**src/rtl/fsm_branch_jump_ctrl_if.sv**
```systemverilog
// Bundle between the control-transfer FSM slice and the rest of the Control Unit / DataFlow.
// The master drives instruction fields and comparator flags; the slave (the FSM) drives loads and selects.
interface fsm_branch_jump_ctrl_if;
    logic       start;
    logic       is_branch;
    logic       is_jalr;
    logic [2:0] funct3;
    logic       eq;
    logic       ls;
    logic       lu;
    logic [1:0] alu_tgt_lo;

    logic [2:0] func3;
    logic [1:0] sel_rd;
    logic       load_data_memory;
    logic       write_mem;
    logic       load_ins;
    logic       load_rs1;
    logic       load_rs2;
    logic       load_imm;
    logic       load_alu;
    logic       load_pc_alu;
    logic       load_flags;
    logic       load_regfile;
    logic       load_pc;
    logic       sub_sra;
    logic       sel_alu_a;
    logic       sel_alu_b;
    logic       sel_pc_next;
    logic       sel_pc_alu;
    logic       clr_lsb;
    logic       busy;
    logic       done;
    logic       misalign_exc;
    logic       illegal_insn;

    modport master (
        output start, is_branch, is_jalr, funct3, eq, ls, lu, alu_tgt_lo,
        input  func3, sel_rd, load_data_memory, write_mem,
        input  load_ins, load_rs1, load_rs2, load_imm, load_alu, load_pc_alu,
        input  load_flags, load_regfile, load_pc,
        input  sub_sra, sel_alu_a, sel_alu_b, sel_pc_next, sel_pc_alu, clr_lsb,
        input  busy, done, misalign_exc, illegal_insn
    );

    modport slave (
        input  start, is_branch, is_jalr, funct3, eq, ls, lu, alu_tgt_lo,
        output func3, sel_rd, load_data_memory, write_mem,
        output load_ins, load_rs1, load_rs2, load_imm, load_alu, load_pc_alu,
        output load_flags, load_regfile, load_pc,
        output sub_sra, sel_alu_a, sel_alu_b, sel_pc_next, sel_pc_alu, clr_lsb,
        output busy, done, misalign_exc, illegal_insn
    );
endinterface

```
**src/rtl/fsm_branch_jump_ctrl.sv**
```systemverilog
// Multi-cycle control FSM for JAL, JALR and B-type branches with start/done/busy handshake
// and instruction-address-misaligned trapping. Outputs are registered, decoded from the next state.
module fsm_branch_jump_ctrl #(
    parameter int unsigned IALIGN      = 32,
    parameter bit          FAST_BRANCH = 1'b0,
    parameter logic [1:0]  SEL_RD_LINK = 2'b11,
    parameter logic [2:0]  FUNC_ADD    = 3'b000
) (
    input logic                   clk,
    input logic                   rst_n,
    fsm_branch_jump_ctrl_if.slave bus
);

    typedef enum logic [3:0] {
        IDLE   = 4'd0,
        DECODE = 4'd1,
        J_EXEC = 4'd2,
        J_CHK  = 4'd3,
        J_WB   = 4'd4,
        B_CMP  = 4'd5,
        FLAGS  = 4'd6,
        B_TGT  = 4'd7,
        B_CHK  = 4'd8,
        B_WB   = 4'd9,
        TRAP   = 4'd10,
        ILL    = 4'd11
    } state_t;

    typedef struct packed {
        logic load_ins;
        logic load_rs1;
        logic load_rs2;
        logic load_imm;
        logic load_alu;
        logic load_pc_alu;
        logic load_flags;
        logic load_regfile;
        logic load_pc;
        logic sub_sra;
        logic sel_alu_a;
        logic sel_alu_b;
        logic sel_pc_next;
        logic sel_pc_alu;
        logic clr_lsb;
        logic busy;
        logic done;
        logic misalign_exc;
        logic illegal_insn;
    } outs_t;

    // Only bit 1 can misalign a 32-bit target; bit 0 is always even by construction.
    localparam logic [1:0] ALIGN_MASK = (IALIGN == 32) ? 2'b10 : 2'b00;

    state_t state_q, state_d;
    outs_t  outs_q, outs_d;
    logic   taken_q, taken_d;
    logic   illegal_q, illegal_d;
    logic   bad_state;
    logic   misaligned;

    always_comb begin
        state_d    = state_q;
        taken_d    = taken_q;
        illegal_d  = illegal_q;
        bad_state  = 1'b0;
        misaligned = (bus.alu_tgt_lo & ALIGN_MASK) != 2'b00;

        case (state_q)
            IDLE:    if (bus.start) state_d = DECODE;
            DECODE:  state_d = bus.is_branch ? B_CMP : J_EXEC;
            J_EXEC:  state_d = J_CHK;
            J_CHK:   state_d = misaligned ? TRAP : J_WB;
            J_WB:    state_d = IDLE;
            B_CMP:   state_d = FAST_BRANCH ? B_TGT : FLAGS;
            FLAGS:   state_d = B_TGT;
            B_TGT: begin
                state_d   = B_CHK;
                illegal_d = (bus.funct3[2:1] == 2'b01);
                case (bus.funct3[2:1])
                    2'b00:   taken_d = bus.eq ^ bus.funct3[0];
                    2'b10:   taken_d = bus.ls ^ bus.funct3[0];
                    2'b11:   taken_d = bus.lu ^ bus.funct3[0];
                    default: taken_d = 1'b0;
                endcase
            end
            // alu_tgt_lo is only valid here, one cycle after the ALU register loaded in B_TGT.
            B_CHK: begin
                if (illegal_q)                    state_d = ILL;
                else if (taken_q && misaligned)   state_d = TRAP;
                else                              state_d = B_WB;
            end
            B_WB:    state_d = IDLE;
            TRAP:    state_d = IDLE;
            ILL:     state_d = IDLE;
            default: begin
                state_d   = IDLE;
                bad_state = 1'b1;
            end
        endcase

        outs_d      = '0;
        outs_d.busy = (state_d != IDLE) && !bad_state;
        if (!bad_state) begin
            case (state_d)
                IDLE:   outs_d.load_ins = 1'b1;
                DECODE: begin
                    outs_d.load_rs1 = 1'b1;
                    outs_d.load_rs2 = 1'b1;
                    outs_d.load_imm = 1'b1;
                end
                J_EXEC: begin
                    outs_d.sel_alu_a   = ~bus.is_jalr;
                    outs_d.sel_alu_b   = 1'b1;
                    outs_d.load_alu    = 1'b1;
                    outs_d.load_pc_alu = 1'b1;
                    outs_d.clr_lsb     = bus.is_jalr;
                end
                J_WB: begin
                    outs_d.load_regfile = 1'b1;
                    outs_d.sel_pc_next  = 1'b1;
                    outs_d.load_pc      = 1'b1;
                    outs_d.done         = 1'b1;
                end
                B_CMP: begin
                    outs_d.sub_sra    = 1'b1;
                    outs_d.load_flags = 1'b1;
                end
                B_TGT: begin
                    outs_d.sel_alu_a = 1'b1;
                    outs_d.sel_alu_b = 1'b1;
                    outs_d.load_alu  = 1'b1;
                end
                B_WB: begin
                    outs_d.load_pc    = 1'b1;
                    outs_d.sel_pc_alu = taken_q;
                    outs_d.done       = 1'b1;
                end
                TRAP: begin
                    outs_d.misalign_exc = 1'b1;
                    outs_d.done         = 1'b1;
                end
                ILL: begin
                    outs_d.illegal_insn = 1'b1;
                    outs_d.done         = 1'b1;
                end
                default: ;
            endcase
        end
    end

    always_ff @(posedge clk or negedge rst_n) begin
        if (!rst_n) begin
            state_q   <= IDLE;
            outs_q    <= '0;
            taken_q   <= 1'b0;
            illegal_q <= 1'b0;
        end else begin
            state_q   <= state_d;
            outs_q    <= outs_d;
            taken_q   <= taken_d;
            illegal_q <= illegal_d;
        end
    end

    assign bus.func3            = FUNC_ADD;
    assign bus.sel_rd           = SEL_RD_LINK;
    assign bus.load_data_memory = 1'b0;
    assign bus.write_mem        = 1'b0;
    assign bus.load_ins         = outs_q.load_ins;
    assign bus.load_rs1         = outs_q.load_rs1;
    assign bus.load_rs2         = outs_q.load_rs2;
    assign bus.load_imm         = outs_q.load_imm;
    assign bus.load_alu         = outs_q.load_alu;
    assign bus.load_pc_alu      = outs_q.load_pc_alu;
    assign bus.load_flags       = outs_q.load_flags;
    assign bus.load_regfile     = outs_q.load_regfile;
    assign bus.load_pc          = outs_q.load_pc;
    assign bus.sub_sra          = outs_q.sub_sra;
    assign bus.sel_alu_a        = outs_q.sel_alu_a;
    assign bus.sel_alu_b        = outs_q.sel_alu_b;
    assign bus.sel_pc_next      = outs_q.sel_pc_next;
    assign bus.sel_pc_alu       = outs_q.sel_pc_alu;
    assign bus.clr_lsb          = outs_q.clr_lsb;
    assign bus.busy             = outs_q.busy;
    assign bus.done             = outs_q.done;
    assign bus.misalign_exc     = outs_q.misalign_exc;
    assign bus.illegal_insn     = outs_q.illegal_insn;

endmodule

```
**src/flat_wrapper.sv**
```systemverilog
// flat-port wrapper written by rule: the top's interface ports become plain ports
module fsm_branch_jump_ctrl_flat 
#(
    parameter int unsigned IALIGN      = 32,
    parameter bit          FAST_BRANCH = 1'b0,
    parameter logic [1:0]  SEL_RD_LINK = 2'b11,
    parameter logic [2:0]  FUNC_ADD    = 3'b000
)
  (clk, rst_n, bus_start, bus_is_branch, bus_is_jalr, bus_funct3, bus_eq, bus_ls, bus_lu, bus_alu_tgt_lo, bus_func3, bus_sel_rd, bus_load_data_memory, bus_write_mem, bus_load_ins, bus_load_rs1, bus_load_rs2, bus_load_imm, bus_load_alu, bus_load_pc_alu, bus_load_flags, bus_load_regfile, bus_load_pc, bus_sub_sra, bus_sel_alu_a, bus_sel_alu_b, bus_sel_pc_next, bus_sel_pc_alu, bus_clr_lsb, bus_busy, bus_done, bus_misalign_exc, bus_illegal_insn);
  fsm_branch_jump_ctrl_if bus_i ();
  input logic clk;
  input logic rst_n;
  input wire logic [$bits(bus_i.start)-1:0] bus_start;
  input wire logic [$bits(bus_i.is_branch)-1:0] bus_is_branch;
  input wire logic [$bits(bus_i.is_jalr)-1:0] bus_is_jalr;
  input wire logic [$bits(bus_i.funct3)-1:0] bus_funct3;
  input wire logic [$bits(bus_i.eq)-1:0] bus_eq;
  input wire logic [$bits(bus_i.ls)-1:0] bus_ls;
  input wire logic [$bits(bus_i.lu)-1:0] bus_lu;
  input wire logic [$bits(bus_i.alu_tgt_lo)-1:0] bus_alu_tgt_lo;
  output wire logic [$bits(bus_i.func3)-1:0] bus_func3;
  output wire logic [$bits(bus_i.sel_rd)-1:0] bus_sel_rd;
  output wire logic [$bits(bus_i.load_data_memory)-1:0] bus_load_data_memory;
  output wire logic [$bits(bus_i.write_mem)-1:0] bus_write_mem;
  output wire logic [$bits(bus_i.load_ins)-1:0] bus_load_ins;
  output wire logic [$bits(bus_i.load_rs1)-1:0] bus_load_rs1;
  output wire logic [$bits(bus_i.load_rs2)-1:0] bus_load_rs2;
  output wire logic [$bits(bus_i.load_imm)-1:0] bus_load_imm;
  output wire logic [$bits(bus_i.load_alu)-1:0] bus_load_alu;
  output wire logic [$bits(bus_i.load_pc_alu)-1:0] bus_load_pc_alu;
  output wire logic [$bits(bus_i.load_flags)-1:0] bus_load_flags;
  output wire logic [$bits(bus_i.load_regfile)-1:0] bus_load_regfile;
  output wire logic [$bits(bus_i.load_pc)-1:0] bus_load_pc;
  output wire logic [$bits(bus_i.sub_sra)-1:0] bus_sub_sra;
  output wire logic [$bits(bus_i.sel_alu_a)-1:0] bus_sel_alu_a;
  output wire logic [$bits(bus_i.sel_alu_b)-1:0] bus_sel_alu_b;
  output wire logic [$bits(bus_i.sel_pc_next)-1:0] bus_sel_pc_next;
  output wire logic [$bits(bus_i.sel_pc_alu)-1:0] bus_sel_pc_alu;
  output wire logic [$bits(bus_i.clr_lsb)-1:0] bus_clr_lsb;
  output wire logic [$bits(bus_i.busy)-1:0] bus_busy;
  output wire logic [$bits(bus_i.done)-1:0] bus_done;
  output wire logic [$bits(bus_i.misalign_exc)-1:0] bus_misalign_exc;
  output wire logic [$bits(bus_i.illegal_insn)-1:0] bus_illegal_insn;
  assign bus_i.start = bus_start;
  assign bus_i.is_branch = bus_is_branch;
  assign bus_i.is_jalr = bus_is_jalr;
  assign bus_i.funct3 = bus_funct3;
  assign bus_i.eq = bus_eq;
  assign bus_i.ls = bus_ls;
  assign bus_i.lu = bus_lu;
  assign bus_i.alu_tgt_lo = bus_alu_tgt_lo;
  assign bus_func3 = bus_i.func3;
  assign bus_sel_rd = bus_i.sel_rd;
  assign bus_load_data_memory = bus_i.load_data_memory;
  assign bus_write_mem = bus_i.write_mem;
  assign bus_load_ins = bus_i.load_ins;
  assign bus_load_rs1 = bus_i.load_rs1;
  assign bus_load_rs2 = bus_i.load_rs2;
  assign bus_load_imm = bus_i.load_imm;
  assign bus_load_alu = bus_i.load_alu;
  assign bus_load_pc_alu = bus_i.load_pc_alu;
  assign bus_load_flags = bus_i.load_flags;
  assign bus_load_regfile = bus_i.load_regfile;
  assign bus_load_pc = bus_i.load_pc;
  assign bus_sub_sra = bus_i.sub_sra;
  assign bus_sel_alu_a = bus_i.sel_alu_a;
  assign bus_sel_alu_b = bus_i.sel_alu_b;
  assign bus_sel_pc_next = bus_i.sel_pc_next;
  assign bus_sel_pc_alu = bus_i.sel_pc_alu;
  assign bus_clr_lsb = bus_i.clr_lsb;
  assign bus_busy = bus_i.busy;
  assign bus_done = bus_i.done;
  assign bus_misalign_exc = bus_i.misalign_exc;
  assign bus_illegal_insn = bus_i.illegal_insn;
  fsm_branch_jump_ctrl #(.IALIGN(IALIGN), .FAST_BRANCH(FAST_BRANCH), .SEL_RD_LINK(SEL_RD_LINK), .FUNC_ADD(FUNC_ADD)) u_core (.clk(clk), .rst_n(rst_n), .bus(bus_i));
endmodule
```
**config.mk**
```make
export PLATFORM = sky130hd
export DESIGN_NAME = fsm_branch_jump_ctrl_flat
export DESIGN_NICKNAME = d
export VERILOG_FILES = /design/src/rtl/fsm_branch_jump_ctrl_if.sv /design/src/rtl/fsm_branch_jump_ctrl.sv /design/src/flat_wrapper.sv
export SDC_FILE = /design/constraint.sdc
export NUM_CORES = 1
export LEC_CHECK = 0
export BUFFER_PORTS_ARGS = -buffer_cell sky130_fd_sc_hd__buf_2
export CAP_MARGIN = 10
export CELL_PAD_IN_SITES_DETAIL_PLACEMENT = 1
export CELL_PAD_IN_SITES_GLOBAL_PLACEMENT = 2
export CORE_ASPECT_RATIO = 1.2
export CORE_MARGIN = 1.5
export CORE_UTILIZATION = 28
export DETAILED_ROUTE_END_ITERATION = 7
export GPL_ROUTABILITY_DRIVEN = 0
export GPL_TIMING_DRIVEN = 0
export PLACE_DENSITY = 0.86
export SYNTH_ARGS = -nofsm -noshare
export SYNTH_HDL_FRONTEND = slang
export SYNTH_SLANG_ARGS = --single-unit
```
**constraint.sdc**
```tcl
create_clock -name clk -period 1.6 [get_ports clk]
set_input_delay 0.32 -clock clk [delete_from_list [all_inputs] [get_ports clk]]
set_output_delay 0.32 -clock clk [all_outputs]
set_load 0.05 [all_outputs]
```
==> metrics.csv, run 1 <==
metric,value,unit
violations,hold timing,
final.setup_skew,0.00303,ns
grt_max_degree,21,
clock_latency,0.26,ns
core,3570,um^2
tns,0,ns
cp_slowest_cell,dfrtp_1,
cts_setup_buffers,0,
synth_seq_cells,20,
synth_area,1030,um^2
drt-initial-drc-count,27,
cp.arrival,1.66,ns
endpoint,u_core.bus.sel_pc_alu,
synth-edff-count,0,
synth_most_common_cell,dfrtp_1,
grt_pass1_wl,3810,um
ir_drop,0.000364,V
powerDensity,2040,nW/um^2
synth_top_area_share,48.4,%
routedWlPerCell,12.4,um
n_fill_cell,442,
setup_viol,0,
synth-seq-area-share,48.4,%
timing.fmax,662,MHz
fp.dieW,58.5,um
io_pins,39,
synth_ff_type,dfrtp_1,
power_leakage,0.714,nW
hold_buffers,0,
port_buffers,30,
cts-root-buf,clkbuf_8,
crit_family,simple AND/OR/NAND/NOR gates,
grt_remaining_overflow,0,
synth.distinct_cells,33,
antenna_found_initial,0,
initial_core_util,28.9,%
hp-class,primary input to asynchronous set/reset pin,
critPathMaxStageDelay,0.36,ns
dieArea,4070,um^2
p_total,2.66,mW
maxSlewViolCount,0,
drc,0,
num_vias,853,
min_period,1.51,ns
reg2reg_to,u_core.bus.sel_pc_alu,
htree_num_levels,1,
path_cells,buf_4 -> nor4b_4 -> nand2_1 -> o31a_1 -> and4b_1,
cp_num_buf_inv,1,
clock-sinks,20,
numCtsBuffers,3,
max-clock-path-buffers,2,
grt_pass1_vias,872,
maxCapViolations,0,
final.period_utilization,94.4,%
hold-worst-slack,-0.00363,ns
async_reset_ff_share,100,%
synth_area_leaders,"dfrtp_1, buf_4, nand2_1",
area.growth.synth_to_final,26.4,%
rsz0062_at_grt,no,
status,finished with violations,
critPathCaptureType,flop,
tritoncts,done,
vias_per_cell,4.69,
post_cts_resized,0,
reg2regPathDepth,5,
hold_viol,16,
path_depth,5,
ys_warn_count,0,
drive_gt1_share,39.9,%
synthCells,104,
critPathKind,flop to flop,
ant_nets,0,
routed_wl,2260,um
worstReg2RegStart,u_core.state_q[1],
startpoint,u_core.state_q[1],
drt_pass1_iterations,4,
row_count,24,
avgSynthCellArea,9.94,um^2
reg2reg_slack,0.09,ns
dp_hpwl,1810,um
worst_setup_path_start_kind,flop,
finish.net_count,157,
grt_usage,12.3,%
clk_pin_slew,0.07,ns
yosys-top-cells-count,"dfrtp_1, buf_4, nand2_1",
antenna_cells,0,
worstPathMaxFanout,10,
required,1.75,ns
die-height,69.6,um
yosysTopAreaCell,dfrtp_1,
-- power by group --
group	switching [mW]	internal [mW]
logic	1.03	0.470
registers	0.101	0.673
clock network	0.169	0.219
-- cell families (layout without fill, tap and decap cells) --
kind of cell	count (synthesis)	after routing	synth area share (%)
compound gates	18	18	11.1
other cells	2	7	0.727
flops	20	20	48.4
mux	1	1	0.969
buf+inv	23	57	14.3
simple gates	38	38	22.8
xor+xnor	2	2	1.70
-- placed cells by master (no fill, tap or decap), drive strengths merged, types with 4 or more instances in the layout --
cell type  Yosys  layout
a21oi          6       6
buf           16      46
clkbuf         0       4
conb           2       7
dfrtp         20      20
inv            7       7
nand2          9       9
nand2b         5       5
nor2           7       7
o21ai          6       6
-- metrics by stage --
step                cells  utilization [%]  hold slack, ns  instance area [um^2]  setup WS (ns)
finish                182             36.6        -0.00363                  1310         0.0901
global route          182             36.6          0.0223                  1310         0.0145
CTS                   182             36.6         0.00301                  1310         0.0836
detailed placement    178             35.0           0.293                  1250         0.0978
global placement      178             35.0           0.284                  1250          0.104
floorplan             109                -          0.0244                  1050          0.243
-- flip-flops by register name, summed over array words and instances, names as in the netlist --
signal / cells
u_core.taken_q: 1
u_core.bus.misalign_exc: 1
u_core.bus.clr_lsb: 1
u_core.bus.sel_pc_alu: 1
u_core.bus.done: 1
u_core.bus.load_regfile: 1
u_core.bus.busy: 1
u_core.bus.illegal_insn: 1
u_core.bus.load_pc_alu: 1
u_core.bus.sel_alu_a: 1
u_core.bus.load_imm: 1
u_core.illegal_q: 1
u_core.bus.load_alu: 1
u_core.bus.load_flags: 1
u_core.bus.load_ins: 1
u_core.state_q: 4
u_core.bus.load_pc: 1
-- per-layer routing --
layer | wire length [um] | GRT usage [%] | vias to the layer above | share of wire [%]
met5 | 0 | 0 | - | 0
met3 | 161 | 2.61 | 5 | 7.1
met2 | 1200 | 23.1 | 38 | 53
li1 | - | - | 407 | -
met1 | 855 | 12.1 | 403 | 38
met4 | 45 | 6.20 | 0 | 2.0
-- final cells by class --
class                           count  area [um^2]  share of cell area [%]
Buffer                             16          121                    9.29
Clock buffer                        4         55.1                    4.21
Inverter                            7         26.3                    2.01
Multi-Input combinational cell     66          404                    30.9
Sequential cell                    20          500                    38.3
Tap cell                           39         48.8                    3.74
Timing Repair Buffer               30          150                    11.5
-- worst min path at each step --
stage | depth (start not counted) | startpoint | end
2_1_floorplan | 0 | rst_n | u_core.bus.busy
3_3_place_gp | 1 | rst_n | u_core.bus.load_flags
3_5_place_dp | 1 | rst_n | u_core.bus.load_imm
4_1_cts | 1 | rst_n | u_core.bus.load_ins
5_1_grt | 1 | rst_n | u_core.bus.load_ins
6_report | 1 | rst_n | u_core.bus.load_ins
(Power assumes the default switching activity.)
==> inputs of run 2 (changes only) <==
--- a/config.mk
+++ b/config.mk
@@ -15,6 +15,7 @@
 export DETAILED_ROUTE_END_ITERATION = 7
 export GPL_ROUTABILITY_DRIVEN = 0
 export GPL_TIMING_DRIVEN = 0
+export MAX_ROUTING_LAYER = met4
 export PLACE_DENSITY = 0.86
 export SYNTH_ARGS = -nofsm -noshare
 export SYNTH_HDL_FRONTEND = slang
==> run 2 against run 1 <==
Final cell count unchanged. Clock skew about the same. Non-clock buffer count unchanged. Critical path depth unchanged. Largest power group unchanged. The run still ends with hold timing left. Final area unchanged. Worst hold slack about the same.
==> metrics.csv, run 2 (same netlist as run 1, synthesis figures left out) <==
metric,value,unit
setup_viol,0,
grt_max_degree,21,
grt_pass1_vias,872,
hp-class,primary input to asynchronous set/reset pin,
antenna_cells,0,
fp.dieW,58.5,um
status,finished with violations,
io_pins,39,
cp.arrival,1.66,ns
tns,0,ns
grt_pass1_wl,3810,um
drt-initial-drc-count,27,
area.growth.synth_to_final,26.4,%
row_count,24,
critPathMaxStageDelay,0.36,ns
drt_pass1_iterations,4,
dieArea,4070,um^2
hold_viol,16,
hold_buffers,0,
ant_nets,0,
drc,0,
routed_wl,2260,um
maxCapViolations,0,
maxSlewViolCount,0,
timing.fmax,662,MHz
port_buffers,30,
grt_usage,12.7,%
n_fill_cell,442,
worstReg2RegStart,u_core.state_q[1],
vias_per_cell,4.69,
grt_remaining_overflow,0,
critPathCaptureType,flop,
worst_setup_path_start_kind,flop,
routedWlPerCell,12.4,um
final_core_util,36.6,%
path_cells,buf_4 -> nor4b_4 -> nand2_1 -> o31a_1 -> and4b_1,
cts_setup_buffers,0,
worstPathMaxFanout,10,
clock_latency,0.26,ns
layout_common_cells,"buf_2, dfrtp_1, buf_4, nand2_1",
final.setup_skew,0.00303,ns
dpl_cell_area,1250,um^2
tritoncts,done,
num_vias,853,
initial_core_util,28.9,%
required,1.75,ns
largest-register,u_core.state_q,
startpoint,u_core.state_q[1],
max-clock-path-buffers,2,
ir_drop,0.000364,V
htree_num_levels,1,
p_total,2.66,mW
min_period,1.51,ns
core,3570,um^2
cts-root-buf,clkbuf_8,
rsz0062_at_grt,no,
die-height,69.6,um
antenna_found_initial,0,
power_leakage,0.714,nW
powerDensity,2040,nW/um^2
post_cts_resized,0,
design_area,1310,um^2
final.period_utilization,94.4,%
clk_pin_slew,0.07,ns
finish.net_count,157,
dp_hpwl,1810,um
cp_slowest_cell,dfrtp_1,
drive_gt1_share,39.9,%
clock-sinks,20,
critPathKind,flop to flop,
hold-worst-slack,-0.00363,ns
largest_reg_flops,4,
violations,hold timing,
numCtsBuffers,3,
mostFrequentLayoutCell,buf_2,
## run 2: cell counts in the layout (fill, tap and decap cells not counted)
Identical to the previous run, type by type.
## run 2: final timing paths
check	to	slack, ns	depth (start not counted)
worst max-delay path	u_core.bus.sel_pc_alu	0.09	5
worst min-delay path	u_core.bus.load_ins	-0.004	1
worst max register to register	u_core.bus.sel_pc_alu	0.09	5
worst min register to register	u_core.illegal_q	0.52	2
max in group asynchronous	u_core.state_q[2]	1.29	1
min in group clk	u_core.bus.clr_lsb	0.28	2
## run 2: report_power, final
part | internal [mW] | switching, mW
Sequential | 0.673 | 0.101
Combinational | 0.470 | 1.03
Clock | 0.219 | 0.169
Total | 1.36 | 1.30
## run 2: cell type report
| type | instances | area, um^2 | area share (%) |
|---|---|---|---|
| buffer | 16 | 121 | 9.29 |
| clock buffer | 4 | 55.1 | 4.21 |
| inverter | 7 | 26.3 | 2.01 |
| multi-input combinational | 66 | 404 | 30.9 |
| sequential | 20 | 500 | 38.3 |
| tap | 39 | 48.8 | 3.74 |
| timing repair buffer | 30 | 150 | 11.5 |
## run 2: worst max-delay path: cells and delay by family (launching register included)
kind,cells,cell delay (ns)
flops,1,0.36
simple gates,3,0.69
compound gates,1,0.18
buf+inv,1,0.17
## run 2: routing by layer
| layer | vias to the layer above | wire length (um) | GRT usage, % |
|---|---|---|---|
| met4 | 0 | 45 | 6.20 |
| met5 | - | 0 | - |
| li1 | 407 | - | - |
| met3 | 5 | 147 | 2.24 |
| met2 | 38 | 1200 | 23.1 |
| met1 | 403 | 869 | 12.4 |
## run 2: metrics by stage
step / hold WS [ns] / std cells / setup slack (ns)
after floorplan: 0.0244 / 109 / 0.243
after global placement: 0.284 / 178 / 0.104
after detailed placement: 0.293 / 178 / 0.0978
after CTS: 0.00301 / 182 / 0.0836
after global routing: 0.0223 / 182 / 0.0145
final: -0.00363 / 182 / 0.0901
==> inputs of run 3 (changes only) <==
--- a/config.mk
+++ b/config.mk
@@ -17,6 +17,7 @@
 export GPL_TIMING_DRIVEN = 0
 export MAX_ROUTING_LAYER = met4
 export PLACE_DENSITY = 0.86
+export RECOVER_POWER = 50
 export SYNTH_ARGS = -nofsm -noshare
 export SYNTH_HDL_FRONTEND = slang
 export SYNTH_SLANG_ARGS = --single-unit
==> run 3 against run 2 <==
The run now ends clean. Highest routed layer unchanged. First-iteration DRC count unchanged. Combinational power about the same. Non-clock buffer count unchanged.
==> metrics.csv, run 3 (same netlist as run 1, synthesis figures left out) <==
metric,value,unit
fp.dieW,58.5,um
num_vias,853,
cts-root-buf,clkbuf_8,
regArea,500,um^2
drt-initial-drc-count,27,
area.growth.synth_to_final,25.4,%
max-clock-path-buffers,2,
p_total,2.65,mW
n_fill_cell,445,
hold-worst-slack,0.234,ns
multi_input_area,404,um^2
status,"finished, final reports clean",
dp_cells,178,
critPathKind,flop to flop,
vias_per_cell,4.69,
worstPathMaxFanout,10,
die-height,69.6,um
critPathCaptureType,flop,
tritoncts,done,
rsz0062_at_grt,no,
clk_pin_slew,0.07,ns
ir_drop,0.000364,V
antenna_found_initial,0,
grt_max_degree,21,
min_period,1.51,ns
layout_common_cells,"buf_2, dfrtp_1, buf_4, nand2_1, clkbuf_1",
final.setup_skew,0.00303,ns
dp_hpwl,1810,um
drt_pass1_iterations,4,
post_cts_resized,0,
grt_usage,12.7,%
cp.arrival,1.66,ns
maxCapViolations,0,
drive_gt1_share,34.3,%
routedWlPerCell,12.5,um
fin_cells,182,
io_pins,39,
core,3570,um^2
grt_remaining_overflow,0,
initial_core_util,28.9,%
timing.fmax,662,MHz
dieArea,4070,um^2
largest-register,u_core.state_q,
numCtsBuffers,3,
tns,0,ns
max_slew.worst_pin.slew,1.08,ns
antenna_cells,0,
hold_buffers,0,
grt_pass1_wl,3810,um
clock_latency,0.26,ns
maxSlewViolCount,0,
finish.net_count,157,
port_buffers,30,
drc,0,
row_count,24,
htree_num_levels,1,
cts_setup_buffers,0,
startpoint,u_core.state_q[1],
setup_viol,0,
worstReg2RegStart,u_core.state_q[1],
grt_pass1_vias,872,
hp-class,primary input to asynchronous set/reset pin,
routed_wl,2270,um
required,1.75,ns
ant_nets,0,
largest_reg_flops,4,
power_leakage,0.684,nW
slew_headroom,27.8,%
powerDensity,2040,nW/um^2
final.period_utilization,94.4,%
clock-sinks,20,
mostFrequentLayoutCell,buf_2,
worst_setup_path_start_kind,flop,
hold_viol,0,
[run 3: changes by cell type in the layout (fill, tap and decap cells not counted), sizes merged]
cell,before,now
clkbuf,4,12
buf,46,38
[run 3: final cells by class]
type,count,share of cell area (%)
buffer,16,9.36
inverter,7,2.03
clock buffer,4,4.25
tap,39,3.76
sequential,20,38.6
multi-input combinational,66,31.2
timing repair buffer,30,10.8
[run 3: path summary, 6_finish.rpt]
check / to / depth (start not counted) / slack [ns]
max: u_core.bus.sel_pc_alu / 5 / 0.09
max in group asynchronous: u_core.state_q[2] / 1 / 0.72
max reg2reg: u_core.bus.sel_pc_alu / 5 / 0.09
min in group clk: u_core.bus.clr_lsb / 2 / 0.28
min: u_core.bus.load_ins / 1 / 0.23
min reg2reg: u_core.illegal_q / 2 / 0.52
[run 3: worst max-delay path: stages (launching register included)]
cell     delay [ns]
dfrtp_1        0.36
buf_4          0.17
nor4b_4        0.32
nand2_1        0.15
o31a_1         0.18
and4b_1        0.22
[run 3: stage by stage]
step                      setup slack (ns)  util (%)  instance area, um^2
final                               0.0901      36.3                 1300
after detailed placement            0.0978      35.0                 1250
after global routing                0.0145      36.3                 1300
after floorplan                      0.243         -                 1050
after global placement               0.104      35.0                 1250
after CTS                           0.0836      36.6                 1310
[run 3: metal layers]
| metal | part of all wire (%) | wire length (um) | vias to the layer above | GRT usage (%) |
|---|---|---|---|---|
| met3 | 6.5 | 148 | 5 | 2.24 |
| met1 | 39 | 876 | 403 | 12.4 |
| li1 | - | - | 407 | - |
| met2 | 53 | 1200 | 38 | 23.1 |
| met5 | 0 | 0 | - | - |
| met4 | 2.0 | 45 | 0 | 6.20 |
[run 3: power breakdown]
group          switching [mW]  internal [mW]
Clock                   0.169          0.219
Combinational            1.03          0.459
Sequential              0.102          0.673
Total                    1.30           1.35
